## config.mk

```make
export PLATFORM = sky130hd
export DESIGN_NAME = mem_arbiter_fsm
export DESIGN_NICKNAME = d
export VERILOG_FILES = /design/src/rtl/mem_arbiter_fsm.sv
export SDC_FILE = /design/constraint.sdc
export NUM_CORES = 1
export LEC_CHECK = 0
export ABC_AREA = 1
export CORE_AREA = 4 4 101 103
export CTS_CLUSTER_SIZE = 16
export DETAILED_ROUTE_END_ITERATION = 8
export DIE_AREA = 0 0 105 107
export PLACE_DENSITY = 0.74
export SLEW_MARGIN = 20
export SYNTH_ARGS = -nofsm -noshare
export SYNTH_HDL_FRONTEND = slang
export SYNTH_SLANG_ARGS = --single-unit
```

## constraint.sdc

```tcl
create_clock -name CLK -period 1.57 [get_ports CLK]
set_clock_uncertainty 0.1 [all_clocks]
set_input_delay 0.157 -clock CLK [delete_from_list [all_inputs] [get_ports CLK]]
set_output_delay 0.157 -clock CLK [all_outputs]
set_load 0.05 [all_outputs]
```

## src/rtl/mem_arbiter_fsm.sv

```systemverilog
// Shares one multi-cycle RAM port between instruction fetch and data access.
// Data has priority, with a streak limit that keeps instruction fetch from starving.
module mem_arbiter_fsm #(
   parameter int WORD_W      = 32,
   parameter int MAX_DSTREAK = 4,
   parameter int TIMEOUT     = 64
) (
   input  logic              CLK,
   input  logic              nRST,
   input  logic              iREN,
   input  logic [WORD_W-1:0] iaddr,
   input  logic              dREN,
   input  logic              dWEN,
   input  logic [WORD_W-1:0] daddr,
   input  logic [WORD_W-1:0] dstore,
   output logic              iwait,
   output logic              dwait,
   output logic [WORD_W-1:0] iload,
   output logic [WORD_W-1:0] dload,
   output logic              mem_err,
   output logic              ramREN,
   output logic              ramWEN,
   output logic [WORD_W-1:0] ramaddr,
   output logic [WORD_W-1:0] ramstore,
   input  logic [WORD_W-1:0] ramload,
   input  logic [1:0]        ramstate
);

   localparam logic [1:0] RAM_ACCESS = 2'd2;
   localparam logic [1:0] RAM_ERROR  = 2'd3;
   localparam int SW = $clog2(MAX_DSTREAK + 1);
   localparam int TW = $clog2(TIMEOUT + 1);

   typedef enum logic [1:0] {IDLE, I_ACC, D_ACC} state_t;

   state_t          state, nextstate;
   logic [SW-1:0]   dstreak;
   logic [TW-1:0]   timer;
   logic            dreq, rspok, rspbad, timeup;
   logic            icomplete, dcomplete;

   assign dreq   = dREN | dWEN;
   assign timeup = (timer == TW'(TIMEOUT - 1));
   assign rspok  = (ramstate == RAM_ACCESS);
   assign rspbad = (ramstate == RAM_ERROR) || (timeup && !rspok);

   // Arbitration, strobes and completion; an owner that drops its request aborts quietly.
   always_comb begin
      nextstate = state;
      iwait     = iREN;
      dwait     = dreq;
      iload     = '0;
      dload     = '0;
      mem_err   = 1'b0;
      ramREN    = 1'b0;
      ramWEN    = 1'b0;
      ramaddr   = '0;
      ramstore  = '0;
      icomplete = 1'b0;
      dcomplete = 1'b0;
      unique case (state)
         IDLE: begin
            if (dreq && !(iREN && (dstreak >= SW'(MAX_DSTREAK))))
               nextstate = D_ACC;
            else if (iREN)
               nextstate = I_ACC;
         end
         I_ACC: begin
            if (!iREN) begin
               nextstate = IDLE;
            end else begin
               ramREN  = 1'b1;
               ramaddr = iaddr;
               if (rspok || rspbad) begin
                  icomplete = 1'b1;
                  iwait     = 1'b0;
                  mem_err   = rspbad;
                  iload     = rspok ? ramload : '0;
                  nextstate = IDLE;
               end
            end
         end
         D_ACC: begin
            if (!dreq) begin
               nextstate = IDLE;
            end else begin
               ramaddr  = daddr;
               ramWEN   = dWEN;
               ramREN   = !dWEN;
               ramstore = dWEN ? dstore : '0;
               if (rspok || rspbad) begin
                  dcomplete = 1'b1;
                  dwait     = 1'b0;
                  mem_err   = rspbad;
                  dload     = rspok ? ramload : '0;
                  nextstate = IDLE;
               end
            end
         end
         default: nextstate = IDLE;
      endcase
   end

   // State, access timer and data streak counter.
   always_ff @(posedge CLK or negedge nRST) begin
      if (!nRST) begin
         state   <= IDLE;
         timer   <= '0;
         dstreak <= '0;
      end else begin
         state <= nextstate;
         if (state != IDLE && nextstate == state)
            timer <= timer + TW'(1);
         else
            timer <= '0;
         if (dcomplete) begin
            if (!iREN)
               dstreak <= '0;
            else if (dstreak < SW'(MAX_DSTREAK))
               dstreak <= dstreak + SW'(1);
         end else if (icomplete) begin
            dstreak <= '0;
         end
      end
   end

endmodule

```

==> results of run 1 <==
==> metrics by stage <==
stage / cells / setup TNS [ns] / setup WS (ns) / cell area, sq um / hold slack, ns
3_5_place_dp: 784 / -29.63 / -0.345 / 8010 / 0.422
2_1_floorplan: 381 / -8.38 / -0.304 / 3740 / -0.239
3_3_place_gp: 784 / -23.59 / -0.283 / 8010 / 0.412
==> cells in the mapped netlist <==
cell                         n
sky130_fd_sc_hd__nand2_2     9
sky130_fd_sc_hd__nor2_1    103
sky130_fd_sc_hd__xor2_1      2
sky130_fd_sc_hd__o21ai_1     3
sky130_fd_sc_hd__and2_2      1
sky130_fd_sc_hd__buf_2      10
sky130_fd_sc_hd__nand4_1     2
sky130_fd_sc_hd__nand3_1    36
sky130_fd_sc_hd__a21boi_0    1
sky130_fd_sc_hd__o31ai_1     1
sky130_fd_sc_hd__nand2_4     3
sky130_fd_sc_hd__ha_1        6
sky130_fd_sc_hd__a21oi_1    37
sky130_fd_sc_hd__nor4_1      1
sky130_fd_sc_hd__clkinv_1    1
sky130_fd_sc_hd__o21ai_0     2
sky130_fd_sc_hd__xnor2_1     2
sky130_fd_sc_hd__nor2_4      1
sky130_fd_sc_hd__inv_1      42
sky130_fd_sc_hd__nand3_2     1
sky130_fd_sc_hd__buf_1       1
sky130_fd_sc_hd__inv_2       5
sky130_fd_sc_hd__nand4_2     1
sky130_fd_sc_hd__nor2_2      9
sky130_fd_sc_hd__clkbuf_1   14
sky130_fd_sc_hd__inv_4       1
sky130_fd_sc_hd__buf_4       1
sky130_fd_sc_hd__dfrtp_1    12
sky130_fd_sc_hd__nand2_1    73
==> kinds of logic after synthesis <==
family,after synthesis,share of synthesized area [%]
buffers and inverters,75,15.1
AND/OR/NAND/NOR,240,52.8
XOR/XNOR,4,1.77
adder cells (fa/ha/maj),6,3.79
AO/OA/AOI/OAI,44,11.4
flip-flops,12,15.1
==> summary by stage, run 1 <==
Status
The run stopped with a tool error. The terminating stage of the flow is clock tree synthesis (4_1_cts). The tool reported: "[ERROR DPL-0033] detailed placement checks failed during check placement".

Synthesis
Sorting the synthesized cells by area gives the leading types as sky130_fd_sc_hd__nor2_1, sky130_fd_sc_hd__dfrtp_1, sky130_fd_sc_hd__nand2_1. The unique cell type count in the Yosys netlist is 29. Of the synthesized area, sequential elements account for 15.1%. The number of warning messages in the yosys log is 0.

The mapped netlist covers 1980 sq um. The net count of the mapped netlist is 522. The top cell type by total area after synthesis is sky130_fd_sc_hd__nor2_1. Synthesis produced 381 cells.

A synthesized cell averages 5.21 sq um. Summed over its instances, the top area cell type makes up 19.5% of the synthesized netlist area. The flip-flop and latch count after synthesis is 12.

Clock tree
Once the clock tree was built, the setup fixing pass inserted 18 buffers. The level count of the clock H-tree is 1. The root cell of the clock tree is sky130_fd_sc_hd__clkbuf_8.

The number of clock sinks is 12. For this design, the CTS-stage hold fixing added 0 buffers. The total clock buffers created by CTS is 3. The number of buffers between clock root and the deepest sink is 2.

Gates resized during post-CTS repair numbered 123.

Die
268 I/O pins were placed. The die boundary height is 107 um. The floorplan has 35 rows. Measured along the x axis, the die boundary spans 105 um. The initial utilization of the core area, before any placement, comes to 21.6%.

Placement
The weighted congestion at the end of routability-driven global placement is 0.862. The post-detailed-placement half-perimeter wirelength is 13800 um. The number of buffer cells added on primary ports is 267.
==> run 2: changes to the inputs <==
--- a/config.mk
+++ b/config.mk
@@ -6,11 +6,10 @@
 export NUM_CORES = 1
 export LEC_CHECK = 0
 export ABC_AREA = 1
-export CORE_AREA = 4 4 101 103
-export CTS_CLUSTER_SIZE = 16
+export CORE_MARGIN = 4
+export CORE_UTILIZATION = 20
 export DETAILED_ROUTE_END_ITERATION = 8
-export DIE_AREA = 0 0 105 107
-export PLACE_DENSITY = 0.74
+export PLACE_DENSITY_LB_ADDON = 0.15
 export SLEW_MARGIN = 20
 export SYNTH_ARGS = -nofsm -noshare
 export SYNTH_HDL_FRONTEND = slang
==> constraint.sdc (replaced) <==
create_clock -name CLK -period 2 [get_ports CLK]
set_clock_uncertainty 0.1 [all_clocks]
set_input_delay 0.2 -clock CLK [delete_from_list [all_inputs] [get_ports CLK]]
set_output_delay 0.2 -clock CLK [all_outputs]
set_load 0.05 [all_outputs]
==> run 2 against run 1 <==
Effect of this change:
- the flow now finishes, with violations (negative setup slack)
- synthesized cell count did not move
- synthesized area did not move
==> summary by stage, run 2 <==
Synthesis
The sequential area share after synthesis is 15.1%. The top cell type by total area after synthesis is sky130_fd_sc_hd__nor2_1. The most used flip-flop cell after synthesis is sky130_fd_sc_hd__dfrtp_1. The synthesized design contains 12 register bits.

The xor/xnor share of the synthesized area is 1.77%. Summing the areas of all fa, ha and maj instances in the mapped netlist gives 3.79% of the synthesized area. In this run the cell area of the synthesized design comes to 1980 sq um. The fraction of synthesis flops using an asynchronous set or reset pin is 100%.

Counting flops with a built-in enable in the synthesized netlist gives 0. Summing the areas of all and, or, nand and nor instances in the mapped netlist gives 52.8% of the synthesized area. The most numerous cell in the Yosys netlist is sky130_fd_sc_hd__nor2_1. The Yosys step of the flow raised 0 warnings. The number of nets handed over by synthesis was 522. The mean cell area of the mapped netlist is 5.21 sq um. The unique cell type count in the Yosys netlist is 29. By area the synthesized netlist is led by sky130_fd_sc_hd__nor2_1, sky130_fd_sc_hd__dfrtp_1, sky130_fd_sc_hd__nand2_1. The compound-gate portion of the synthesized area is 11.4%. Synthesis produced a netlist whose cell count is 381. The largest family of logic cells by synthesized area is simple AND/OR/NAND/NOR gates.

The area share of the largest cell type after synthesis is 19.5%. The multiplexer area fraction after synthesis is 0%. Sorting the synthesized cells by how often they occur yields sky130_fd_sc_hd__nor2_1, sky130_fd_sc_hd__nand2_1, sky130_fd_sc_hd__inv_1.

Power and ir drop
The combinational cell fraction of total power is 89.9%. The fraction of power consumed by sequential logic is 5.7%. Net switching is 51.7% of the power. The net switching component of the power is 3.12 mW. The static power due to leakage is 2.82 nW. The largest voltage drop on the vdd net is 0.479 mV.

The share of total power dissipated in the clock network is 4.4%. For this design the ratio of total power to cell area is 819 nW/um^2. The internal power of the cells is 2.92 mW.

Clock tree
In this run the number of H-tree levels came out at 1. The number of buffers between clock root and the deepest sink is 2. In this run the clock root is driven by a sky130_fd_sc_hd__clkbuf_8. The total clock buffers created by CTS is 3. The tree built by TritonCTS fans out to 12 sinks. The clock tree from TritonCTS is yes.

The clock slew seen by the registers of the worst setup and hold paths is 0.05 ns. For the worst-skew pair, the clock arrives at the later sink with an insertion delay of 0.24 ns. The number of buffers added to fix hold violations after cts is 0.

STA
The number of hold-slack violations in the final timing report came to 0. Measured against its own limit, the worst slew margin works out to 64.2%. Setup repair after global routing could not meet its margin everywhere.

The peak clock frequency supported by timing is 0.494 GHz. At the pin with the least slew margin, the transition time is 0.536 ns. After layout, the worst setup slack is -0.0263 ns. The time the final worst path needs with I/O delays and setup is 2.03 ns.

The number of max-slew violations in the final report is 0. The portion of the clock cycle consumed by the worst path in the final layout is 101%. Setup violations remaining at the end of the flow were counted as 18.

Route
The detailed router finished its first iteration with 106 violations. The routed layout has 3641 vias. The per-cell via count in the routed design is 4.56. Dividing the detail-routed wire length by the instance count gives 17.4 um. In this run the remaining antenna-violating nets after routing total 0. For this run, design rule violations remaining after detail routing come to 0. The total iterations of the first detailed-routing run is 4. The total wire length after detailed routing is 13900 um.

Worst setup path
The worst register-to-register path has a setup slack of 0.14 ns. The critical path goes through inv_4 -> ha_4 -> clkbuf_16 -> nand3_1 -> a21oi_4 -> buf_12. At the worst endpoint, the arrival time is 1.73 ns. The type of origin of the critical path is a flop. The worst setup path is of the reg2out kind.

The source of the worst register-to-register timing path is state[1]. In this run the critical register-to-register path is captured at timer[5]. Measured in cells, the most critical reg-to-reg path has a length of 10. For this run, the slowest stage of the critical path takes 0.45 ns. The slowest stage of the critical path belongs to the cell sky130_fd_sc_hd__dfrtp_2. The kind of end point of the critical path is a primary output. The required time of the critical path is 1.70 ns. The critical-path maximum fanout is 8.

Cells and area
The top cell types in the final layout, fill and taps aside, are sky130_fd_sc_hd__buf_12, sky130_fd_sc_hd__clkdlybuf4s50_1, sky130_fd_sc_hd__nor2_2, sky130_fd_sc_hd__nand2_1, sky130_fd_sc_hd__inv_1. The largest registers in the layout are timer (7), dstreak (3), state (2). In the final layout, the share of cells above drive strength 1 is 53.2%. The filler cells instantiated in the layout total 666.

Cells fill 75.8% of the core in the end. The repair_antennas step left the layout with diodes totalling 0. The area occupied by multi-input gates is 2080 sq um. The register ranked first by flip-flop count is timer. The storage element area is 302 sq um. The number of flip-flops in the largest register is 7.

The final net count is 807. The most common cell after layout, fill and taps aside is sky130_fd_sc_hd__buf_12. The post-route cell area is 7380 sq um.

Relative to the synthesized area, the layout overhead comes to 272%.

Global routing
Global routing used 21.3% of the available tracks. The total grt overflow is 0. The number of global-route vias before repair was 3770. The first global-routing pass estimated 19500 um of wire. The number of antenna violations at the first check in global routing came to 0. The largest net degree at the start of global routing is 34.

Worst hold path
The min-delay analysis places its worst path in the category in2async.

Die
The effective utilization at floorplan is 20.4%. The die is 108 um tall. The floorplan step defined a die boundary enclosing 11600 sq um. The die outline width is 108 um. The placeable core region is 9730 sq um. For this design the top-level I/O count stands at 268. The floorplan has 36 rows.

Placement
At the end of routability-driven placement, the weighted congestion stood at 0.786. The post-detailed-placement half-perimeter wirelength is 10900 um. Buffers placed on the I/O ports in this run total 267. The post-place instance area is 6620 sq um.

Status
The final reports fail on negative setup slack. The run finished, with violations left.

Run
The max-cap check violation count is 0.
[run 2: cell counts after synthesis]
No cell type changed its count.
[run 2: what timing repair did]
item,CTS,global route
buffers inserted,5,7
gates cloned,3,5
gates resized for setup,48,49
pin swaps,2,18
setup endpoints to repair,132,79
[run 2: final cells by class]
class,instances,share of cell area (%)
multi-input cells,294,28.2
clock buffers,4,0.746
well taps,133,2.26
flip-flops and latches,12,4.09
inverters,49,2.83
repair buffers,306,61.8
[run 2: logic make-up (layout without fill, tap and decap cells)]
family / Yosys count / count (layout)
adder cells (fa/ha/maj): 6 / 6
XOR/XNOR: 4 / 4
AO/OA/AOI/OAI: 44 / 44
buffers and inverters: 75 / 359
flip-flops: 12 / 12
AND/OR/NAND/NOR: 240 / 240
[run 2: worst max-delay path: cells and delay by family, from the launching register on]
kind | cells | cell delay [ns]
flops | 1 | 0.45
buf+inv | 3 | 0.45
fa+ha+maj | 1 | 0.25
compound gates | 1 | 0.19
simple gates | 1 | 0.13
[run 2: through the flow]
step           TNS, ns  worst slack, ns  power, mW  hold slack, ns  cells
3_5_place_dp    -0.417          -0.0688       4.91           0.371    774
2_1_floorplan    -7.44           -0.324       2.65          -0.196    381
5_1_grt          -3.17          -0.0677       6.29           0.267    798
3_3_place_gp         0           0.0126       4.83           0.356    774
4_1_cts              0         0.000432       5.77           0.223    786
6_report        -0.157          -0.0263       6.04           0.206    798
[run 2: worst max-delay path by stage]
stage | start | endpoint | slack, ns | cells after the start
5_1_grt | state[1] | iload[29] | -0.07 | 6
3_3_place_gp | dWEN | ramaddr[2] | 0.01 | 9
2_1_floorplan | state[1] | ramaddr[1] | -0.32 | 6
4_1_cts | state[1] | ramaddr[31] | 0.0004 | 6
3_5_place_dp | dWEN | ramaddr[18] | -0.07 | 9
6_report | state[1] | ramaddr[11] | -0.03 | 6
[run 2: metal layers]
metal / vias up / share of wire, % / track usage [%]
met2: 189 / 54 / 42.3
li1: 1746 / - / -
met3: 22 / 8.6 / 5.70
met5: - / 0 / 0
met1: 1684 / 34 / 21.1
met4: 0 / 2.6 / 6.40
[run 2: power groups by stage]
stage / Clock, mW / Sequential [mW] / Combinational, mW
final: 0.266 / 0.344 / 5.43
after global routing: 0.282 / 0.348 / 5.66
after CTS: 0.274 / 0.341 / 5.15
after detailed placement: 0 / 0.344 / 4.57
after global placement: 0 / 0.337 / 4.49
after floorplan: 0 / 0.332 / 2.32
(Power assumes the default switching activity.)
==> run 3: changes to the inputs <==
==> constraint.sdc (replaced) <==
create_clock -name CLK -period 1.7 [get_ports CLK]
set_clock_uncertainty 0.1 [all_clocks]
set_input_delay 0.17 -clock CLK [delete_from_list [all_inputs] [get_ports CLK]]
set_output_delay 0.17 -clock CLK [all_outputs]
set_load 0.05 [all_outputs]
==> run 3 against run 2 <==
Effect of this change:
- the flow still finishes with violations (negative setup slack)
- sequential power increased by 20%
- largest power group unchanged
- critical path depth up 1
- sequential share of layout area is 0.67 points lower
- critical endpoint is now ramaddr[13]
==> summary by stage, run 3 (same netlist as run 2, synthesis figures left out) <==
Cells and area
For this run, the post-layout net count is 855. Of the cells placed in the final design, the portion with a size suffix greater than 1 is 63.5%. The area growth from synthesis to layout is 347%.

The diode insertion count for antenna repair is 0. The finished cells cover 8860 sq um. The most common cell after layout, fill and taps aside is sky130_fd_sc_hd__buf_12. The largest registers in the layout are timer (7), dstreak (3), state (2). The register with the most flip-flops in the layout has 7 of them.

More flip-flops sit in one register than any other, and that register is timer. In the layout the commonest cells are sky130_fd_sc_hd__buf_12, sky130_fd_sc_hd__clkdlybuf4s50_1, sky130_fd_sc_hd__nor2_4, sky130_fd_sc_hd__nand2_1, sky130_fd_sc_hd__inv_1.

Die
The I/O pin total is 268. The die covers 11600 sq um. In this run the standard cell core region covers 9730 sq um. The die boundary height is 108 um.

Row generation in the floorplan step produced 36 rows. In this run the horizontal extent of the chip is 108 um. For this configuration, the core starts out at a cell density of 20.4%.

Status
The checks that failed: negative setup slack. The run finished, with violations left.

Power and ir drop
Of the total power, combinational logic draws 92.3%. The fraction of power consumed by sequential logic is 4.5%. The analysis attributes to cell leakage a power of 3.30 nW.

The largest voltage drop on the vdd net is 0.763 mV. Net switching is 51.9% of the power. The power after layout is 9.18 mW. Power spread over the standard cell area amounts to 1040 nW/um^2. The internal portion of the total power is 4.41 mW. The share of power burned in the clock network is 3.1%. The net switching component of the power is 4.77 mW.

Clock tree
Clock latency on the worst-skew pair, taken at its later pin, is 0.25 ns. TritonCTS built the clock tree. The number of buffers between clock root and the deepest sink is 2. The number of buffers added to fix hold violations after cts is 0. The root buffer cell chosen for the clock tree is sky130_fd_sc_hd__clkbuf_8. Counting every sink on the clock net gives 12. The total clock buffers created by CTS is 3. In this run the number of H-tree levels came out at 1. The clock slew seen by the registers of the worst setup and hold paths is 0.07 ns.

Worst setup path
STA puts the critical path data arrival time at 1.88 ns. The worst setup path is captured at a primary output. Data on the critical path is required at its endpoint by 1.43 ns. Of all nets on the critical path, the largest fanout is 10. In this design, the stage delay of the slowest critical-path cell is 0.43 ns. The critical setup path kind is reg2out. The family with the most delay on the worst path is buffers and inverters.

The type of origin of the critical path is a flop. Traced cell by cell, the critical path runs through inv_2 -> buf_6 -> ha_4 -> buf_12 -> nand3_1 -> a21oi_2 -> buf_12. The most common cell type on the critical path is sky130_fd_sc_hd__buf_12. The number of buffers and inverters on the critical path is 4. The slowest library cell on the worst path is sky130_fd_sc_hd__dfrtp_2.

Run
The max-cap check violation count is 0.

Global routing
For this run, global-route usage on met1 was measured as 28.8%. Entering global routing, the biggest net connects 34 pins. The number of global-route vias before repair came to 4446. The most crowded layer after global routing is met2. Global routing used 7.08% of the available met3 tracks. The total grt overflow is 0. In the global route stage, overall resource usage came out at 29.5%. For met2 alone, demand over resource in global routing was 57.9%. The number of antenna violations at the first check in global routing is 0.

The first-pass GRT wire length is 26300 um.

STA
Hold is met by 0.183 ns. Setup repair after global routing could not meet its margin everywhere. Setup violations remaining at the end of the flow were counted as 145. The sum of negative setup slack is -42.45 ns. The number of hold-slack violations in the final timing report came to 0. The post-layout worst setup margin is -0.452 ns.

After layout, the minimum clock period comes to 2.15 ns. Measured against its own limit, the worst slew margin works out to 61.1%. The number of max-slew violations in the final report is 0. The portion of the clock cycle consumed by the worst path in the final layout is 127%. The worst-margin pin slew is 0.582 ns.

Based on the critical path, the design can be clocked at up to 0.465 GHz.

Route
The routed design has 21200 um of wire. The total iterations of the first detailed-routing run is 4. The post-detailed-route count of antenna-violating nets is 0. Detailed routing inserted a total of 4318 vias. The per-cell via count in the routed design is 5.10. The residual DRC count is 0. After the first detailed-routing iteration, the DRC count stood at 264. The average wire per cell in the routed design is 25.0 um.

Placement
The post-detailed-placement half-perimeter wirelength is 12300 um. The post-place instance area is 7640 sq um. The weighted congestion at the end of routability-driven global placement is 0.806. The number of buffer cells added on primary ports is 267. The worst-case setup slack after placement is -0.175 ns.

Worst hold path
The worst hold-check path type is in2async.
-- run 3: per-layer routing --
layer	vias to the layer above	wire length, um	share of wire (%)
met5	-	0	0
met4	0	1400	6.6
met3	109	1680	7.9
met2	278	11300	53
met1	2084	6860	32
li1	1847	-	-
-- run 3: cell type report --
type / count / area, sq um
timing repair buffer: 354 / 5230
multi-input combinational: 294 / 2900
fill: 308 / 866
sequential: 12 / 303
inverter: 49 / 214
tap: 133 / 166
clock buffer: 4 / 45.0
-- run 3: worst paths after layout --
check	cells after the start	from	slack, ns	to
worst max-delay path	7	state[1]	-0.45	ramaddr[13]
worst min-delay path	1	nRST	0.18	timer[6]
worst max register to register	12	state[1]	-0.37	timer[6]
worst min register to register	2	timer[0]	0.48	timer[0]
max in group asynchronous	1	nRST	0.90	state[0]
min in group CLK	2	timer[0]	0.48	timer[0]
-- run 3: metrics by stage --
step	utilization [%]	cells
floorplan	-	381
global placement	78.6	801
detailed placement	78.6	801
CTS	87.0	839
global route	91.1	846
finish	91.1	846
-- run 3: timing repair --
action                                  4_1_cts  5_1_grt
endpoints found under the setup margin      141      145
setup buffers                                27        6
pin swaps                                    61       53
cloned                                        7        5
resized for setup                            92       77
endpoints found under the hold margin         0        0
-- run 3: power groups by stage --
stage               Clock [mW]  Combinational [mW]  Sequential [mW]
floorplan                    0                3.68            0.401
global placement             0                6.40            0.386
detailed placement           0                6.52            0.394
CTS                      0.284                7.68            0.390
global route             0.296                8.70            0.413
finish                   0.289                8.48            0.414
